File: src/rtl/apb_ic_pkg.sv
// Shared types and helpers for the APB interconnect arbiters.
//   arb_mode_e  : runtime arbitration mode (fixed / round-robin / weighted round-robin)
//   arb_state_e : arbiter FSM state
//   onehot2idx  : one-hot (up to 16 bits) to binary index
package apb_ic_pkg;

    typedef enum logic [1:0] {
        ARB_FIXED = 2'd0,
        ARB_RR    = 2'd1,
        ARB_WRR   = 2'd2
    } arb_mode_e;

    typedef enum logic {
        ARB_IDLE  = 1'b0,
        ARB_GRANT = 1'b1
    } arb_state_e;

    localparam int ARB_MAX_MASTERS = 16;
    localparam int ARB_WAIT_W      = 8;

    // OR of the indices of the set bits; exact for a one-hot or all-zero input.
    function automatic logic [3:0] onehot2idx(input logic [ARB_MAX_MASTERS-1:0] oh);
        logic [3:0] idx;
        idx = '0;
        for (int i = 0; i < ARB_MAX_MASTERS; i++) begin
            if (oh[i]) idx = idx | 4'(i);
        end
        return idx;
    endfunction

endpackage

File: src/rtl/apb_rot_pick.sv
// Rotating priority picker (combinational).
//   i_req : request vector
//   i_ptr : index that has highest priority; priority falls with increasing index, wrapping
//   o_gnt : one-hot winner (0 when no request)
//   o_idx : winner index (0 when no request)
//   o_any : at least one request present
module apb_rot_pick
    import apb_ic_pkg::*;
#(
    parameter int N  = 4,
    parameter int IW = 2
) (
    input  logic [N-1:0]  i_req,
    input  logic [IW-1:0] i_ptr,
    output logic [N-1:0]  o_gnt,
    output logic [IW-1:0] o_idx,
    output logic          o_any
);

    logic          w_hit_hi;
    logic          w_hit_lo;
    logic [IW-1:0] w_idx_hi;
    logic [IW-1:0] w_idx_lo;

    // Two passes folded into one loop: lowest request at or above the pointer,
    // and lowest request below it. The first one wins, the second is the wrap.
    always_comb begin
        w_hit_hi = 1'b0;
        w_hit_lo = 1'b0;
        w_idx_hi = '0;
        w_idx_lo = '0;
        for (int j = N - 1; j >= 0; j--) begin
            if (i_req[j]) begin
                if (j >= int'(i_ptr)) begin
                    w_hit_hi = 1'b1;
                    w_idx_hi = IW'(j);
                end else begin
                    w_hit_lo = 1'b1;
                    w_idx_lo = IW'(j);
                end
            end
        end
        o_any = w_hit_hi | w_hit_lo;
        o_idx = w_hit_hi ? w_idx_hi : w_idx_lo;
        o_gnt = o_any ? (N'(1) << o_idx) : '0;
    end

endmodule

File: src/rtl/apb_master_arbiter.sv
// N-master APB request arbiter, one per slave port. Holds a grant until the
// granted transfer completes; fixed (with starvation guard), RR and WRR modes.
//   I_PCLK / I_PRESET : clock, async active-high reset
//   I_ARB_MODE        : 0 fixed, 1 RR, 2 WRR, 3 as RR; taken only while idle
//   I_REQ             : level requests
//   I_WEIGHT          : WRR weights, master i at [i*W +: W], 0 acts as 1
//   I_XFER_DONE       : completion of the granted transfer
//   O_GNT / O_GNT_ID / O_GNT_VALID : registered grant, its index, any-grant
//
// state     | meaning
// ----------+---------------------------------------------------------
// ARB_IDLE  | no grant; arbitrates as soon as any request appears
// ARB_GRANT | one master owns the port until I_XFER_DONE
module apb_master_arbiter
    import apb_ic_pkg::*;
#(
    parameter int NO_OF_MASTERS   = 4,
    parameter int MASTER_ID_WIDTH = (NO_OF_MASTERS == 1) ? 1 : $clog2(NO_OF_MASTERS),
    parameter int WEIGHT_WIDTH    = 4,
    parameter int STARVE_LIMIT    = 16
) (
    input  logic                                  I_PCLK,
    input  logic                                  I_PRESET,
    input  logic [1:0]                            I_ARB_MODE,
    input  logic [NO_OF_MASTERS-1:0]              I_REQ,
    input  logic [NO_OF_MASTERS*WEIGHT_WIDTH-1:0] I_WEIGHT,
    input  logic                                  I_XFER_DONE,
    output logic [NO_OF_MASTERS-1:0]              O_GNT,
    output logic [MASTER_ID_WIDTH-1:0]            O_GNT_ID,
    output logic                                  O_GNT_VALID
);

    localparam int N  = NO_OF_MASTERS;
    localparam int IW = MASTER_ID_WIDTH;
    localparam int WW = WEIGHT_WIDTH;

    arb_state_e      r_state, w_state_nxt;
    arb_mode_e       r_mode, w_mode_in, w_mode;
    logic [N-1:0]    r_gnt, w_gnt_nxt;
    logic [IW-1:0]   r_gnt_id, w_gnt_id_nxt;
    logic [IW-1:0]   r_ptr, w_ptr_nxt;
    logic [ARB_WAIT_W-1:0] r_wait [N];
    // Credits are kept as "transfers used since reload"; credit = weight - used.
    // This makes reset and reload a plain clear instead of a load from I_WEIGHT.
    logic [WW-1:0]   r_used [N];
    logic [WW-1:0]   w_used_dec [N];
    logic [WW-1:0]   w_weff [N];
    logic [N-1:0]    w_credit_after, w_starved;
    logic            w_done, w_arb, w_reload;
    logic [IW-1:0]   w_owner, w_wrr_ptr;
    logic [N-1:0]    w_pick_req, w_win;
    logic [IW-1:0]   w_pick_ptr, w_win_idx;
    logic            w_win_any;

    function automatic logic [IW-1:0] ptr_next(input logic [IW-1:0] m);
        return (m == IW'(N - 1)) ? '0 : m + IW'(1);
    endfunction

    always_comb begin
        case (I_ARB_MODE)
            2'd0:    w_mode_in = ARB_FIXED;
            2'd2:    w_mode_in = ARB_WRR;
            default: w_mode_in = ARB_RR;
        endcase
    end

    assign w_mode  = (r_state == ARB_IDLE) ? w_mode_in : r_mode;
    assign w_done  = (r_state == ARB_GRANT) && I_XFER_DONE;
    assign w_owner = IW'(onehot2idx(ARB_MAX_MASTERS'(r_gnt)));

    always_comb begin
        for (int i = 0; i < N; i++) begin
            w_weff[i] = (I_WEIGHT[i*WW +: WW] == '0) ? WW'(1) : I_WEIGHT[i*WW +: WW];
            w_used_dec[i] = r_used[i];
            if (w_done && (w_mode == ARB_WRR) && (w_owner == IW'(i)) && (r_used[i] < w_weff[i]))
                w_used_dec[i] = r_used[i] + WW'(1);
            w_credit_after[i] = (w_used_dec[i] < w_weff[i]);
            w_starved[i] = (STARVE_LIMIT != 0) && I_REQ[i] &&
                           (r_wait[i] == ARB_WAIT_W'(STARVE_LIMIT));
        end
    end

    // WRR: the owner keeps the pointer while it still has credit and still asks.
    assign w_wrr_ptr = (w_credit_after[w_owner] && I_REQ[w_owner]) ? w_owner : ptr_next(w_owner);
    assign w_reload  = (w_mode == ARB_WRR) && ((r_state == ARB_IDLE) || w_done) &&
                       (|I_REQ) && ~|(I_REQ & w_credit_after);

    always_comb begin
        w_pick_req = I_REQ;
        w_pick_ptr = r_ptr;
        case (w_mode)
            ARB_FIXED: begin
                w_pick_ptr = '0;
                if (|w_starved) w_pick_req = w_starved;
            end
            ARB_WRR: begin
                if (w_done) w_pick_ptr = w_wrr_ptr;
                w_pick_req = w_reload ? I_REQ : (I_REQ & w_credit_after);
            end
            default: ;
        endcase
    end

    apb_rot_pick #(.N(N), .IW(IW)) u_pick (
        .i_req (w_pick_req),
        .i_ptr (w_pick_ptr),
        .o_gnt (w_win),
        .o_idx (w_win_idx),
        .o_any (w_win_any)
    );

    assign w_arb = ((r_state == ARB_IDLE) || w_done) && w_win_any;

    always_comb begin
        w_state_nxt  = r_state;
        w_gnt_nxt    = r_gnt;
        w_gnt_id_nxt = r_gnt_id;
        w_ptr_nxt    = r_ptr;
        if (w_done) begin
            w_state_nxt  = ARB_IDLE;
            w_gnt_nxt    = '0;
            w_gnt_id_nxt = '0;
            if (w_mode == ARB_WRR) w_ptr_nxt = w_wrr_ptr;
        end
        if (w_arb) begin
            w_state_nxt  = ARB_GRANT;
            w_gnt_nxt    = w_win;
            w_gnt_id_nxt = w_win_idx;
            if (w_mode == ARB_RR)       w_ptr_nxt = ptr_next(w_win_idx);
            else if (w_mode == ARB_WRR) w_ptr_nxt = w_win_idx;
        end
    end

    always_ff @(posedge I_PCLK or posedge I_PRESET) begin
        if (I_PRESET) begin
            r_state  <= ARB_IDLE;
            r_mode   <= ARB_FIXED;
            r_gnt    <= '0;
            r_gnt_id <= '0;
            r_ptr    <= '0;
        end else begin
            r_state  <= w_state_nxt;
            r_gnt    <= w_gnt_nxt;
            r_gnt_id <= w_gnt_id_nxt;
            r_ptr    <= w_ptr_nxt;
            if (r_state == ARB_IDLE) r_mode <= w_mode_in;
        end
    end

    always_ff @(posedge I_PCLK or posedge I_PRESET) begin
        if (I_PRESET) begin
            for (int i = 0; i < N; i++) begin
                r_wait[i] <= '0;
                r_used[i] <= '0;
            end
        end else begin
            for (int i = 0; i < N; i++) begin
                r_used[i] <= w_reload ? '0 : w_used_dec[i];
                if (!I_REQ[i] || r_gnt[i] || (w_arb && w_win[i]))
                    r_wait[i] <= '0;
                else if (r_wait[i] != ARB_WAIT_W'(STARVE_LIMIT))
                    r_wait[i] <= r_wait[i] + 1'b1;
            end
        end
    end

    assign O_GNT       = r_gnt;
    assign O_GNT_ID    = r_gnt_id;
    assign O_GNT_VALID = |r_gnt;

endmodule

File: config.mk
export PLATFORM = sky130hd
export DESIGN_NAME = apb_master_arbiter
export DESIGN_NICKNAME = d
export VERILOG_FILES = /design/src/rtl/apb_ic_pkg.sv /design/src/rtl/apb_rot_pick.sv /design/src/rtl/apb_master_arbiter.sv
export SDC_FILE = /design/constraint.sdc
export NUM_CORES = 1
export LEC_CHECK = 0
export CORE_UTILIZATION = 40
export CTS_CLUSTER_DIAMETER = 50
export CTS_CLUSTER_SIZE = 30
export DETAILED_ROUTE_END_ITERATION = 7
export PLACE_DENSITY = 0.65
export SYNTH_ARGS = -nofsm -noshare
export SYNTH_HDL_FRONTEND = slang
export SYNTH_SLANG_ARGS = --single-unit
File: constraint.sdc
create_clock -name I_PCLK -period 4.9 [get_ports I_PCLK]
set_input_delay 1.47 -clock I_PCLK [delete_from_list [all_inputs] [get_ports I_PCLK]]
set_output_delay 1.47 -clock I_PCLK [all_outputs]
set_load 0.02 [all_outputs]
; ---- Yosys cells after proc, flatten, opt, wreduce, memory -nomap -nowiden
; Index checks and enable logic that the tools add are counted.
[classes]
n_eq_ne = 15
reduce_logical = 53
magnitude_cmp = 12
add_sub_neg = 10
muxes = 76
shifts = 1
bitwise_logic = 3
[op_table]
columns = cell, count
row1 = $mux W4, 17
row2 = $mux W8, 8
row3 = $mux W2, 28
row4 = $add A8 B1 Y8 const B, 4
row5 = $eq A8 B5 Y1 const B, 4
row6 = $lt A4 B4 Y1, 8
row7 = $ne A8 B5 Y1 const B, 4
row8 = $logic_and A1 B1 Y1, 23
row9 = $mux W1, 18
row10 = $add A4 B1 Y4 const B, 4
row11 = $logic_not A4 Y1, 4
row12 = $reduce_or A4 Y1, 4
row13 = $eq A2 B2 Y1 const B, 5
row14 = $reduce_bool A2 Y1, 5
row15 = $logic_or A1 B1 Y1, 9
row16 = $pmux W2 S2, 2
row17 = $pmux W4 S2, 1
row18 = $logic_not A2 Y1, 3
row19 = $logic_not A1 Y1, 5
row20 = $add A2 B1 Y2 const B, 2
row21 = $and A4 B4 Y4, 1
row22 = $bmux W1 S2, 2
row23 = $eq A2 B1 Y1 const B, 2
row24 = $ge A1 B2 Y1 const A, 2
row25 = 5 further kinds, 5
[word_totals]
out_inout_bits = 7
regBits = 59
elab_cells = 183
inputBits = 25

; ---- Longest topological paths before layout
; Gate-level depths: netlist of run 1.
[depth]
word_depth = 28
ltp_mapped = 24
ltp_nobuf = 22

; ---- Cells and area by module
; From an unflattened synthesis of run 1, not the netlist that was laid out.
[unflattened]
cells_unflattened = 476
hier_area_um2 = 4350.4
[modules_own_cells]
columns = mod, cells_per_inst, n_inst, area_each_um2, seq_area_each_um2
row1 = apb_master_arbiter, 443, 1, 4145.2, 1476.4
row2 = apb_rot_pick, 33, 1, 205.2, 0.0

; ---- Worst setup path before layout of run 1
; Ideal clock, no wire load.
[synth_timing]
path_kind = in2reg
from = in I_WEIGHT[10]
to = reg r_wait[10] in the netlist's numbering
arrival_ns = 5.939
cell_stages = 19
t_required_ns = 4.828
path_buffers = 0
setup_ns = 0.072
setup_slack_ns = -1.111
cell_sequence = inv_1 ha_1 a21o_1 a2111oi_2 and2_1 mux2_2 ha_1 o211ai_1 a41o_1 o2bb2ai_1 a221o_2 a211oi_4 mux2_2 a22oi_2 and2_1 inv_2 ha_1 a211o_1 nor2_1
[synth_between]
elab_chain_cells = 25
elab_cells_between_ends = 56
classes_between = 5 x order compare / 1 x shift / 38 x mux / 2 x bitwise / 10 x reduce/logical
[synth_rtl]
columns = item, line
row1 = start: declaration, apb_master_arbiter.sv:26  ; input logic [NO_OF_MASTERS*WEIGHT_WIDTH-1:0] I_WEIGHT,
row2 = $logic_not A4 Y1, apb_master_arbiter.sv:73  ; w_weff[i] = (I_WEIGHT[i*WW +: WW] == '0) ? WW'(1) : I_WEIGHT[i*WW +: WW];
row3 = $mux W4 (*), apb_master_arbiter.sv:73
row4 = $lt A4 B4 Y1, apb_master_arbiter.sv:75  ; if (w_done && (w_mode == ARB_WRR) && (w_owner == IW'(i)) && (r_used[i] < w_weff[i]))
row5 = $logic_and A1 B1 Y1, apb_master_arbiter.sv:75
row6 = $mux W4, apb_master_arbiter.sv:75
row7 = $lt A4 B4 Y1 (*), apb_master_arbiter.sv:77  ; w_credit_after[i] = (w_used_dec[i] < w_weff[i]);
row8 = $bmux W1 S2 / $and A4 B4 Y4 (equally long branches), "apb_master_arbiter.sv:84, apb_master_arbiter.sv:86, apb_master_arbiter.sv:98"
row9 = $mux W1 (not written as such) / $reduce_or A4 Y1 (equally long branches), "apb_master_arbiter.sv:84, apb_master_arbiter.sv:86"
row10 = [9 not listed], --
row11 = $mux W2 / $mux W1 (equally long branches), apb_rot_pick.sv:34  ; if (j >= int'(i_ptr)) begin
row12 = $mux W2 / $mux W1 (equally long branches), apb_rot_pick.sv:33  ; if (i_req[j]) begin
row13 = $mux W2, apb_rot_pick.sv:44  ; o_idx = w_hit_hi ? w_idx_hi : w_idx_lo;
row14 = $shl A1 B2 Y4, apb_rot_pick.sv:45  ; o_gnt = o_any ? (N'(1) << o_idx) : '0;
row15 = $mux W4, apb_rot_pick.sv:45
row16 = $logic_and A1 B1 Y1 (*), apb_master_arbiter.sv:159  ; if (!I_REQ[i] || r_gnt[i] || (w_arb && w_win[i]))
row17 = $logic_or A1 B1 Y1 (*), apb_master_arbiter.sv:159
row18 = $mux W8 / $reduce_bool A2 Y1 (equally long branches), --
row19 = end signal: indexed assignment, apb_master_arbiter.sv:162  ; r_wait[i] <= r_wait[i] + 1'b1;
row20 = end: declaration, apb_master_arbiter.sv:42  ; logic [ARB_WAIT_W-1:0] r_wait [N];
; Every way passes the cells marked *; elsewhere a longest branch is shown, timed or not. The select of a mux whose other input is x is not followed.
; A chain may end at the register's enable or synchronous reset.

; ---- Worst setup path after layout of run 1
[layout_timing]
from = in I_WEIGHT[1]
to = reg r_wait[30] in the netlist's numbering
; Same word-level chain as after synthesis.

==> results of run 1 <==
metal layers:
| metal | track usage [%] | vias up |
|---|---|---|
| li1 | - | 2017 |
| met1 | 26.4 | 1952 |
| met2 | 38.7 | 72 |
| met3 | 3.53 | 17 |
| met4 | 6.85 | 0 |
| met5 | 0 | - |
report_power, final:
group / internal (uW) / switching, uW
Combinational: 554 / 540
Sequential: 561 / 98.0
Clock: 263 / 206
path summary, 6_finish.rpt:
path	from	end	cells past startpoint
hold reg to reg	O_GNT_ID[1]	O_GNT_ID[1]	2
setup / recovery	I_WEIGHT[1]	r_wait[30]	20
hold / removal	O_GNT_ID[1]	O_GNT_ID[1]	2
setup reg to reg	r_used[2]	r_wait[30]	21
max in group asynchronous	I_PRESET	r_wait[31]	3
min in group asynchronous	I_PRESET	r_wait[2]	2
cells by family after synthesis:
logic type | Yosys count | synth area share [%]
flops | 59 | 33.4
xor+xnor | 33 | 6.54
buf+inv | 51 | 4.53
compound gates | 103 | 20.3
mux | 11 | 2.75
fa+ha+maj | 44 | 12.5
simple gates | 178 | 20.0
sequential cells by signal, summed over array words and instances, names as in the netlist:
name / flops
r_ptr: 2
r_wait: 32
O_GNT_ID: 2
O_GNT: 4
r_mode: 2
r_state: 1
r_used: 16
what timing repair did:
action,4_1_cts,5_1_grt
buffers inserted,23,8
resized for setup,76,31
endpoints found under the hold margin,0,0
endpoints found under the setup margin,57,57
pin swaps,57,46
synth_stat cells (4+ instances only):
library cell / number / share of area (%)
sky130_fd_sc_hd__mux2_2: 9 / 2.3
sky130_fd_sc_hd__nand2_1: 36 / 3.1
sky130_fd_sc_hd__and3_1: 12 / 1.7
sky130_fd_sc_hd__a41o_1: 4 / 0.91
sky130_fd_sc_hd__or2_2: 4 / 0.57
sky130_fd_sc_hd__nor2_1: 59 / 5.0
sky130_fd_sc_hd__clkbuf_1: 5 / 0.42
sky130_fd_sc_hd__and2_1: 6 / 0.85
sky130_fd_sc_hd__xor2_1: 16 / 3.2
sky130_fd_sc_hd__a21oi_1: 18 / 2.0
sky130_fd_sc_hd__inv_1: 43 / 3.7
sky130_fd_sc_hd__a22o_1: 4 / 0.79
sky130_fd_sc_hd__nand3_1: 26 / 2.9
sky130_fd_sc_hd__o211ai_1: 6 / 1.0
sky130_fd_sc_hd__nor3_1: 6 / 0.68
sky130_fd_sc_hd__a211o_1: 5 / 0.99
sky130_fd_sc_hd__nand4_1: 9 / 1.3
sky130_fd_sc_hd__o21ai_0: 6 / 0.68
sky130_fd_sc_hd__ha_1: 44 / 12
sky130_fd_sc_hd__nor4b_1: 4 / 0.79
sky130_fd_sc_hd__o21a_1: 14 / 2.4
sky130_fd_sc_hd__a31oi_1: 4 / 0.57
sky130_fd_sc_hd__xnor2_1: 17 / 3.4
sky130_fd_sc_hd__dfrtp_1: 59 / 33
layout make-up:
| type | count | area [sq um] |
|---|---|---|
| well taps | 140 | 175 |
| flip-flops and latches | 59 | 1480 |
| fillers | 881 | 4270 |
| multi-input cells | 369 | 3310 |
| repair buffers | 143 | 1160 |
| clock buffers | 11 | 151 |
| clock inverters | 5 | 61.3 |
| inverters | 44 | 188 |
worst reg2reg max path, delay by kind of cell (launching register included):
family	cells	cell delay [ns]
compound gates	9	2.16
flops	1	0.45
fa+ha+maj	3	0.73
buf+inv	2	0.18
xor+xnor	1	0.19
simple gates	5	0.72
mux	1	0.33
metrics by stage:
step	cell area [sq um]	TNS, ns	util (%)	cells
after global placement	5730	-61.75	53.1	726
after global routing	6520	-31.17	60.4	771
after floorplan	4640	-23.95	-	479
final	6520	-26.53	60.4	771
after CTS	6360	-24.98	58.9	764
after detailed placement	5730	-63.61	53.1	726
==> out/summary.md, run 1 <==
The flow ran to the end, but the final reports show violations. The checks that failed: negative setup slack. The tools report the number of rows created at floorplan as 38. Dividing total power by cell area gives a power density of 341 nW/um^2.

The met3 wire length is 395 um. The slowest cell on the critical path is sky130_fd_sc_hd__or4_1. The critical path in this run is classified as input pin to flip-flop.

TritonCTS built the clock tree. After detailed routing, the average wire length per cell comes to 15.3 um. Measured against its own limit, the worst slew margin works out to 53.2%. The number of pins exceeding their max-slew limit in the final report came out at 0. For the worst setup path, the data arrival time is 5.93 ns.

Cell area after synthesis: 4420 sq um. The tools report the CTS H-tree depth as 3. The first global-routing pass estimated 19400 um of wire. The worst setup path is launched from an input pin. The longest clock path from root to sink contains 2 buffers. Setup repair after global routing could not meet its margin everywhere. The tools report the number of antenna violations at the first check in global routing as 0. The length of the first detailed-routing pass in iterations is 4. The post-synthesis sequential area ratio was 33.4%; the clock period minus final worst setup slack was 5.66 ns. The cell sitting at the root of the clock tree is a sky130_fd_sc_hd__clkbuf_8.

The library cells used most frequently in the layout, excluding fill and tap cells, are 107 x sky130_fd_sc_hd__buf_4, 59 x sky130_fd_sc_hd__dfrtp_1, 41 x sky130_fd_sc_hd__nor2_1. Of all nets on the critical path, the largest fanout is 8. After synthesis, the share of flip-flops with an asynchronous set or reset is 100%. In this run the worst hold path is classified as flip-flop to flip-flop. From synthesis to final layout, the design area changed by 47.6%. For the flop-to-flop setup slack, the log shows 0.06 ns. The run gives 0.35 ns as the clock latency on the worst-skew pair. For this run, design rule violations remaining after detail routing come to 0. In this run the tool buffered the top-level ports with 31 buffer cells.

The final critical-path share of the clock period came out at 116%. The category of the worst setup path capture point was a flip-flop. The slack of the critical path is -0.762 ns, and the number of buffer and inverter stages on the critical path is 4.

The leakage power of the design was 0.00300 uW; the initial cell density of the core was 40.9%. Detailed routing inserted a total of 4058 vias. Walking the worst path, the cells encountered are dlygate4sd2_1 > buf_4 > or4_1 > o211ai_1 > and2_4 > buf_4 > nand4_1 > xnor2_2 > ha_4 > and4b_1 > a211o_4 > and3_4 > a211oi_4 > mux2_4 > a22oi_2 > and2_4 > inv_4 > ha_4 > a211o_4 > nor2_2.

The die covers 11500 sq um. The run gives 8670 um as the post-DP HPWL. The critical path's largest stage delay was 0.51 ns. Clock tree synthesis inserted a total of 9 buffers.

Dividing the detail-routed via count by the number of cells gives 5.26. Entering global routing, the biggest net connects 32 pins. The final RePlAce weighted congestion was 0.893. For the via count of the first global-routing pass, the log shows 4140.

The horizontal die dimension works out to 107 um. In the final layout, the share of cells above drive strength 1 is 40.3%. The logs give 11800 um for the total wire length and 695 for the number of nets at the end of the flow.

For this block, wires on met1 add up to 5090 um. The maximum vdd drop was 247 uV; the gate count after technology mapping was 479. Mean area per synthesized cell: 9.23 sq um.

The completed layout was analyzed and its total power is 2220 uW. After detailed routing, the met2 layer carries 6150 um of wire. The detailed router used layers up to and including met4. The tools report the quantity of hold-fixing buffers added after cts as 0.

The core region is 10800 sq um. The leading cell type in the layout, fill and taps excluded was sky130_fd_sc_hd__buf_4. Kind of cell adding the most delay to the critical path: simple AND/OR/NAND/NOR gates. The detailed router finished its first iteration with 205 violations. Counting flops with a built-in enable in the synthesized netlist gives 0.

Required time reported for the critical path endpoint: 5.17 ns. Across the run, the number of max-cap violations was 0. The clock arrives with 0.0128 ns of skew. For the number of distinct standard cells referenced by the synthesized netlist, the log shows 74.

After clock tree synthesis, the clock-pin slew on the worst setup and hold paths is 0.07 ns. Hold timing on the final database bottoms out at a slack of 0.527 ns. The synthesized net count came out at 548.

Clock tree synthesis found a total of 59 sinks. The slew at the pin closest to its max-slew limit is 0.694 ns, and the chip height is 107 um. The detail route stage leaves a number of antenna-violating nets equal to 0. 0 antenna diodes ended up in the layout. For this run, the leading register cell type out of synthesis is sky130_fd_sc_hd__dfrtp_1.

For this run, the total global-route usage over all layers was measured as 21.6%. The logs give 177 MHz for the achievable frequency and 0 for the total of warnings raised by yosys. Final global-route overflow total: 0. The logs give 40 for the count of endpoints failing setup in the final report and 0 for the hold violation total from the final report.

The post-placement setup slack was -1.52 ns; the register bit count reported by yosys was 59. For the number of I/O pins, the log shows 32.
No activity file was read; power rests on OpenSTA's default activity.
==> run 2, diff against run 1 <==
--- a/config.mk
+++ b/config.mk
@@ -5,11 +5,14 @@
 export SDC_FILE = /design/constraint.sdc
 export NUM_CORES = 1
 export LEC_CHECK = 0
+export CORE_MARGIN = 4
 export CORE_UTILIZATION = 40
 export CTS_CLUSTER_DIAMETER = 50
 export CTS_CLUSTER_SIZE = 30
 export DETAILED_ROUTE_END_ITERATION = 7
 export PLACE_DENSITY = 0.65
+export SKIP_LAST_GASP = 1
 export SYNTH_ARGS = -nofsm -noshare
 export SYNTH_HDL_FRONTEND = slang
+export SYNTH_HIERARCHICAL = 1
 export SYNTH_SLANG_ARGS = --single-unit
==> out/summary.md, run 2 <==
The number of flip-flops in the largest register was 32 (unchanged); the slew at the pin closest to its max-slew limit was 0.726 ns (+0.0316 ns). On the critical path, the stage with the largest delay is an instance of sky130_fd_sc_hd__clkdlybuf4s50_1. TritonCTS built the clock tree.

The final RePlAce weighted congestion is 0.869 (-2.7%), and the final critical-path share of the clock period is 111% (-4.9 points). For the length of the first detailed-routing pass in iterations, the log shows 5 (+1). The relative max-transition margin is 51.5% (-1.7 points). The top-area cell type share of the netlist area came out at 33.9% (+0.53 points). Count of input and output buffers: 31 (unchanged).

Kind of cell adding the most delay to the critical path: compound AO/OA/AOI/OAI gates. The tools report the number of standard cells in the final layout excluding fillers as 765 (-0.78%). Gate count after technology mapping: 476 (-0.63%). The logs give 0 (unchanged) for the count of inserted antenna diode cells and 4221 (+2.0%) for the via count of the first global-routing pass. The mean area per synthesized cell came out at 9.14 sq um (-0.94%).

The synthesized design spends more area on one cell type than any other, namely sky130_fd_sc_hd__dfrtp_1. The signal on the critical path passes through clkdlybuf4s50_1 > nand2b_1 > a311oi_4 > o21a_1 > mux2_4 > ha_4 > or2_4 > o32ai_4 > nor3_4 > a31oi_2 > o211ai_1 > nand2_1 > inv_1 > o21ai_0 > o2bb2a_2 > ha_4 > nand2_2 > nand2_2 > a221oi_2 > a32oi_1. The most instantiated flip-flop cell in the synthesis netlist is sky130_fd_sc_hd__dfrtp_1.

Setup repair after global routing could not meet its margin everywhere. The tools report the number of antenna violations at the first check in global routing as 0 (unchanged). The share of flip-flops with an asynchronous set or reset is 100% (unchanged).

The tools report the remaining antenna violation count as 0 (unchanged). Startpoint type of the worst setup path: an input pin. The post-DP HPWL came out at 8370 um (-3.6%).

The total of fill cells in the finished design was 860 (-2.4%); the final global-route overflow total was 0 (unchanged). The commonest cells after synthesis are 59 x sky130_fd_sc_hd__dfrtp_1, 55 x sky130_fd_sc_hd__nor2_1, 45 x sky130_fd_sc_hd__inv_1. In the post-synthesis netlist, the cell with the most instances is sky130_fd_sc_hd__dfrtp_1. The initial cell density of the core was 41.6% (+0.63 points); the critical path's largest stage delay was 0.48 ns (-0.03 ns).

The TritonCTS buffer count is 9 (unchanged), and the cell area after synthesis is 4350 sq um (-1.6%). Count of routing violations after the opening detailed-route iteration: 329 (+60%). Count of endpoints failing setup in the final report: 41 (+2.5%).

The tools report the leakage power of the design as 0.00292 uW (-2.7%). The slack of the critical path was -0.523 ns (+0.240 ns); the total power density per cell area was 384 nW/um^2 (+13%). The data arrival at the endpoint of the critical path was 5.65 ns (-0.28 ns). The final reports fail on negative setup slack. The mean routed wirelength per cell is 15.9 um (+4.0%). The post-synthesis sequential area ratio was 33.9% (+0.53 points); the CTS H-tree depth was 3 (unchanged). The proportion of layout cells with a drive suffix above 1 came out at 42.3% (+2.0 points).

The hold violation total from the final report was 0 (unchanged). The logs give 0.00723 ns (-0.00552 ns) for the post-route clock skew and 59 (unchanged) for the clock sink count. The logs give 2 (unchanged) for the maximum clock insertion buffer count and 4213 (+3.8%) for the count of vias placed by the detailed router.

The clock period minus final worst setup slack works out to 5.42 ns (-0.240 ns). The category of the worst setup path capture point is a flip-flop. The aggregate global-route resource usage is 19.1% (-2.5 points).

The number of enable flip-flop cells after synthesis came out at 0 (unchanged). The class of the most critical hold timing path was flip-flop to flip-flop. The tree is rooted in a sky130_fd_sc_hd__clkbuf_8. The number of rows created at floorplan came out at 37 (-2.6%). The clock latency on the worst-skew pair is 0.35 ns (about the same), and the total wire length is 12200 um (+3.2%).

The number of I/O pins was 32 (unchanged). The quantity of hold-fixing buffers added after cts is 0 (unchanged). The synthesized net count was 542 (-1.1%).

The register bit count reported by yosys was 59 (unchanged). The clock-pin transition on the worst setup and hold timing paths is 0.07 ns (about the same), and the horizontal die dimension is 112 um (+4.8%). The library cells used most frequently in the layout, excluding fill and tap cells, are 101 x sky130_fd_sc_hd__buf_4, 59 x sky130_fd_sc_hd__dfrtp_1, 34 x sky130_fd_sc_hd__inv_1. The register with the highest flop count is r_wait. The max-capacitance violation count is 0 (unchanged), and the post-detailed-route DRC marker count is 0 (unchanged). The maximum vdd drop is 174 uV (-30%), and the number of buffer and inverter stages on the critical path is 2 (-2). After synthesis, the cell types taking the most area are sky130_fd_sc_hd__dfrtp_1 34%, sky130_fd_sc_hd__ha_1 12%, sky130_fd_sc_hd__xor2_1 4.8%, sky130_fd_sc_hd__nor2_1 4.7%, sky130_fd_sc_hd__inv_1 3.9%. The core area was 10500 sq um (-3.1%). The area of the die is 12600 sq um (+9.9%). The pin count of the biggest net entering global routing is 36 (+13%), and the relative area change from synthesis to final layout is 49.3%. The cell count after placement is 723 (-0.41%), and the placed instance area is 5570 sq um (-2.8%).

The run finished, with violations left. The kind of critical path is input pin to flip-flop. For the achievable frequency, the log shows 184 MHz (+4.4%). For the final hold slack, the log shows 0.521 ns (-0.00584 ns). For the cell area after layout, the log shows 6490 sq um (-0.40%).

The leading cell type in the layout, fill and taps excluded was sky130_fd_sc_hd__buf_4. The global-route wire length before repair was 19900 um (+2.7%). The number of pins exceeding their max-slew limit in the final report is 0 (unchanged), and the maximum fanout count along the critical path is 3 (-5).

The number of distinct standard cells referenced by the synthesized netlist is 65 (-12%), and the final core utilization is 62.1% (+1.7 points). The chip height was 112 um (+4.8%); the flip-flop and latch area was 1480 sq um (unchanged). The run gives 692 (-0.43%) as the number of nets at the end of the flow. The vias per cell works out to 5.51 (+4.6%). The total of warnings raised by yosys was 6 (+6). The logs give 5.13 ns (-0.04 ns) for the required time reported for the critical path endpoint and 3280 sq um (-0.79%) for the area of the multi-input gates.
run 2: changes by cell type after synthesis, sizes merged, moves of 5 or more:
cell | before | now
a211o | 6 | 0
and2 | 7 | 2
mux2i | 2 | 10
nand2 | 36 | 27
nand2b | 1 | 8
nand4 | 9 | 2
o21ai | 7 | 16
xor2 | 16 | 24
run 2: power by group:
part	internal [uW]	total, uW	leakage, uW	switching, uW
registers	579	709	0.000786	130
logic	701	1380	0.00205	681
clock network	205	402	0.0000843	197
total	1480	2490	0.00292	1010
run 2: stage by stage:
step | setup WS [ns] | setup TNS (ns) | power (uW)
finish | -0.523 | -11.16 | 2490
detailed placement | -1.34 | -46.27 | 1780
CTS | -0.582 | -11.89 | 2370
floorplan | -0.651 | -10.19 | 1370
global route | -0.766 | -19.01 | 2660
global placement | -1.18 | -40.88 | 1740
run 2: repair_timing:
action,4_1_cts,5_1_grt
resized for setup,132,52
setup buffers,20,12
endpoints found under the setup margin,41,41
pin swaps,58,39
run 2: cells by family (layout without fill, tap and decap cells):
group | count (synthesis) | after routing | synth area share, %
XOR/XNOR | 37 | 37 | 7.45
adder cells (fa/ha/maj) | 41 | 41 | 11.8
AND/OR/NAND/NOR | 173 | 173 | 21.1
AO/OA/AOI/OAI | 96 | 96 | 16.7
buffers and inverters | 54 | 207 | 5.18
multiplexers | 16 | 16 | 3.85
flip-flops | 59 | 59 | 33.9
run 2: worst register-to-register path: cells and delay by family (launching register included):
family | cells | cell delay, ns
AND/OR/NAND/NOR | 7 | 1.01
adder cells (fa/ha/maj) | 3 | 0.61
multiplexers | 1 | 0.34
flip-flops | 1 | 0.49
buffers and inverters | 3 | 0.40
AO/OA/AOI/OAI | 8 | 1.90
run 2: layer usage:
layer,global-route usage [%],vias up,part of all wire (%)
li1,-,1996,-
met1,24.1,2086,44
met2,32.9,107,51
met3,3.07,24,4.0
met4,7.21,0,1.8
met5,0,-,0
run 2: worst paths after layout:
kind / from / end / slack, ns / cells past startpoint
setup / recovery: I_WEIGHT[12] / r_ptr[1] / -0.52 / 20
hold / removal: O_GNT_ID[0] / O_GNT_ID[0] / 0.52 / 1
setup reg to reg: O_GNT[3] / r_ptr[1] / 0.06 / 22
hold reg to reg: O_GNT_ID[0] / O_GNT_ID[0] / 0.52 / 1
max in group asynchronous: I_PRESET / r_wait[30] / 2.53 / 3
min in group asynchronous: I_PRESET / r_wait[20] / 1.55 / 2
run 2: layout make-up:
type                       count  area share [%]
clock buffer                  12            2.39
timing repair buffer         148            18.9
tap                          136            2.62
sequential                    59            22.7
multi-input combinational    363            50.5
inverter                      45            2.72
clock inverter                 2           0.193
